`src/rtl/truth_table_checker_dwell_timer.sv`:
```
// Dwell counter: counts cycles a vector has been held; last flags count == HOLD-1.
module dwell_timer #(
  parameter int HOLD = 10
) (
  input  logic clk,
  input  logic rst_n,
  input  logic clr,
  input  logic en,
  output logic last
);

  logic [7:0] count;

  // NOTE: sequential state uses non-blocking assignments so every register
  // samples pre-edge values regardless of block ordering.
  always_ff @(posedge clk or negedge rst_n) begin
    if (!rst_n) begin
      count <= '0;
    end else if (clr) begin
      count <= '0;
    end else if (en) begin
      count <= count + 8'd1;
    end
  end

  assign last = (count == 8'(HOLD - 1));

endmodule

```
`config.mk`:
```
export PLATFORM = sky130hd
export DESIGN_NAME = dwell_timer
export DESIGN_NICKNAME = d
export VERILOG_FILES = /design/src/rtl/truth_table_checker_dwell_timer.sv
export SDC_FILE = /design/constraint.sdc
export NUM_CORES = 1
export LEC_CHECK = 0
export ABC_AREA = 1
export BUFFER_PORTS_ARGS = -buffer_cell sky130_fd_sc_hd__buf_2
export CAP_MARGIN = 20
export CORE_AREA = 2 2 39 41
export CTS_BUF_LIST = sky130_fd_sc_hd__clkbuf_2
export DETAILED_ROUTE_END_ITERATION = 16
export DIE_AREA = 0 0 41 43
export HOLD_SLACK_MARGIN = 0.03
export REMOVE_ABC_BUFFERS = 1
export SYNTH_ARGS = -nofsm -noshare
export SYNTH_HDL_FRONTEND = slang
export SYNTH_SLANG_ARGS = --single-unit
```
`constraint.sdc`:
```
create_clock -name clk -period 1.27 [get_ports clk]
set_input_delay 0.0635 -clock clk [delete_from_list [all_inputs] [get_ports clk]]
set_output_delay 0.0635 -clock clk [all_outputs]
set_load 0.01 [all_outputs]
```
; Word level (Yosys, flattened, before mapping)
; Index checks and enable logic that the tools add are counted.
[word_totals]
elab_cells = 6
register_bits = 8
inputBits = 4
[classes]
n_addsub = 1
eq_ne = 1
n_mux = 2
reduce_logical = 1
[op_table]
columns = operator, n
row1 = 8-bit two-way mux, 2
row2 = 8-bit by 1-bit adder with 8-bit output (second input constant), 1
row3 = 8-bit by 4-bit == test with 1-bit output (second input constant), 1
row4 = 2-bit nonzero test, 1

; Depth between registers and ports, before layout
[depth]
word_depth = 3
ltp_mapped = 7
depth_no_buf = 7

; Worst setup path after synthesis
; No wires, ideal clock.
[synth_timing]
path_kind = register to output
startpoint = register count[1]
endpoint = output port last
setup_slack_ps = 197
path_stages_with_launch = 5
arrival_time_ps = 1009
n_path_buf = 0
cell_sequence = dfrtp_1 > inv_1 > ha_1 > nand4_1 > nor4_1
[synth_between]
elab_chain_len = 1
[synth_lines]
columns = item, line
row1 = "start, declared", 12  ; logic [7:0] count;
row2 = "start signal, assigned", 22  ; count <= count + 8'd1;
row3 = 8-bit by 4-bit == test with 1-bit output, 26  ; assign last = (count == 8'(HOLD - 1));
row4 = "end, declared", 9  ; output logic last
; Every way passes these cells.

; Worst setup path in the final report
; Same ends and word-level chain as after synthesis.

==> flow_metrics.env <==
export IMPL_tritoncts="yes"
export IMPL_finalHoldViolCount=0
export IMPL_ys_seq_elements=8
export IMPL_holdWs_ns=0.07288
export IMPL_grt_pass1_vias=342
export IMPL_top_regs="count: 8 flops"
export IMPL_grt_antenna_before_repair=0
export IMPL_worstPathCellList="inv_2 > ha_4 > nand4_1 > nor4_1 > buf_2"
export IMPL_p_leak_uw=0.0002899
export IMPL_largest_reg_flops=8
export IMPL_start_util_pct=33.82
export IMPL_max_slew_margin_pct=84.12
export IMPL_cts_buffers=3
export IMPL_cp_arrival_ns=1.35
export IMPL_layout_commonest_cell="nand2_1"
export IMPL_area_delta_synth_final_pct=22.46
export IMPL_setup_viol=1
export IMPL_rows=14
export IMPL_n_antenna_cell=0
export IMPL_synth_top_family_by_area="simple AND/OR/NAND/NOR gates"
export IMPL_synth_fa_ha_area_share_pct=5.348
export IMPL_postSynthAreaPerCell_sq_um=7.548
export IMPL_drv_cap=0
export IMPL_cpPeakStageDelay_ns=0.41
export IMPL_fp_coreArea_sq_um=1384
export IMPL_die_h_microns=43
export IMPL_worstMarginPinSlew_ns=0.2382
export IMPL_hpwl_microns=688.4
export IMPL_nets=81
export IMPL_final_antenna_net_count=0
export IMPL_clk_pin_slew_ns=0.09
export IMPL_synth_compound_gate_area_share_pct=7.219
export IMPL_slowest_stage="dfrtp_1"
export IMPL_first_pass_iters=4
export IMPL_postPlaceCellArea_sq_um=500.5
export IMPL_rsz0062_at_grt="true"
export IMPL_fin_crit_ns=1.413
export IMPL_layout_common_cells="14 x nand2_1, 11 x inv_1, 8 x dfrtp_1, 7 x nor2_1"
export IMPL_fmax_ghz=0.7078
export IMPL_drive_above_1_share_pct=24.66
export IMPL_total_power_uw=646.3
export IMPL_place_gp_congestion=0.7124
export IMPL_cp_start_kind="register"
export IMPL_ys_seq_area_share_pct=42.78
export IMPL_grt_max_degree=9
export IMPL_powerDensity_nw_per_um2=1128
export IMPL_overflow=0
export IMPL_post_drt_wl_per_cell_microns=11.84
export IMPL_crit_path_end_kind="output pin"
export IMPL_crit_buf_inv=2
export IMPL_tns_ns=-0.1429
export IMPL_synth_xor_xnor_area_share_pct=0
export IMPL_crit_type="register to output pin"
export IMPL_clock_skew_final_ns=0.007448
export IMPL_largest_register="count"
export IMPL_netlist_instances=62
export IMPL_drt_iter0_drc=16
export IMPL_design_area_sq_um=573.1
export IMPL_peakVddDrop_uv=360.7
export IMPL_synth_yosys_warnings=0
export IMPL_cts_max_path_buffers=2
export IMPL_critical_path_top_delay_family="flip-flops"
export IMPL_worstHoldPathType="primary input to register"
export IMPL_synthSimpleGateAreaFrac_pct=32.62
export IMPL_synth_largest_area_cell="dfrtp_1"
export IMPL_synth_top_cell_area_share_pct=42.78
export IMPL_synthMuxAreaShare_pct=0
export IMPL_synth_cell_types=16
export IMPL_grt_pass1_wl_microns=1531
export IMPL_htree_levels=1
export IMPL_violations="setup timing"
export IMPL_drcViolationCount=0
export IMPL_die_x_microns=41
export IMPL_setup_slack_ns=-0.1429
export IMPL_port_buffers=4
export IMPL_clk_latency_ns=0.23
export IMPL_cp_required_ns=1.21
export IMPL_die_area_sq_um=1763
export IMPL_status="complete, but fails checks"
export IMPL_finalMaxSlewViolations=0
export IMPL_via_count=428
export IMPL_ios=5
export IMPL_cp_max_fo=2
export IMPL_fin_crit_sh_pct=111.3
export IMPL_r2r_slack_ns=0.04
export IMPL_cts_sink_count=8
export IMPL_avgViaCountPerCell=4.809
export IMPL_ys_top_cells_by_area="dfrtp_1 43%, nand2_1 11%, inv_1 10%, nor2_1 6.4%, ha_1 5.3%"
export IMPL_syn_area_sq_um=467.9
export IMPL_grt_usage_pct=12.84
export IMPL_cts_root_buffer="clkbuf_2"
export IMPL_routed_wl_microns=1054
-- power breakdown --
group          switching (uW)  leakage (uW)  internal (uW)
Sequential               30.8      0.000109            280
Combinational            94.8      0.000168           91.5
Clock                    85.1     0.0000125           64.6
-- per-layer routing --
layer / track usage [%] / part of all wire [%] / up-vias
met5: 0 / 0 / -
met4: 6.000 / 1.1 / 0
met3: 1.571 / 3.1 / 2
met2: 19.06 / 51 / 10
met1: 17.76 / 45 / 196
li1: - / - / 220
-- per-stage QoR --
step / util (%) / setup WS [ns] / cells
detailed placement: 36.17 / 0.1457 / 81
CTS: 38.52 / -0.08705 / 86
floorplan: - / 0.1943 / 61
global route: 41.41 / -0.2174 / 89
global placement: 36.17 / 0.1741 / 81
finish: 41.41 / -0.1429 / 89
-- worst paths after layout --
| check | startpoint | endpoint | cells past startpoint |
|---|---|---|---|
| max in group asynchronous | rst_n | count[4] | 2 |
| min reg2reg | count[7] | count[7] | 3 |
| min in group asynchronous | rst_n | count[0] | 2 |
| max reg2reg | count[1] | count[4] | 8 |
| min | en | count[2] | 2 |
| max | count[1] | last | 5 |
-- kinds of logic (layout without fill, tap and decap cells) --
| logic type | count (synthesis) | after routing |
|---|---|---|
| AOI/OAI and AO/OA | 6 | 6 |
| adders and majority gates | 2 | 2 |
| buffers and inverters | 14 | 25 |
| DFF | 8 | 8 |
| and+or+nand+nor | 32 | 32 |
-- cells in the mapped netlist (all sizes together) --
cell and number:
nand4 4, nor4 1, o22ai 1, nand2 14, ha 2, o21ai 1, a21oi 3, a211oi 1
inv 13, nor2 11, buf 1, nand3 2, dfrtp 8
-- repair_timing --
action	CTS	global route
pin swaps	0	3
hold endpoints to repair	8	1
gates resized for setup	0	5
buffers inserted	1	2
hold buffers	1	1
setup endpoints to repair	1	3
-- cell type report --
| class | count | area [sq um] |
|---|---|---|
| Sequential cell | 8 | 200.2 |
| Timing Repair Buffer | 9 | 62.56 |
| Clock buffer | 3 | 15.01 |
| Fill cell | 140 | 810.8 |
| Tap cell | 16 | 20.02 |
| Multi-Input combinational cell | 40 | 226.5 |
| Inverter | 13 | 48.80 |
No activity file was read; power rests on OpenSTA's default activity.
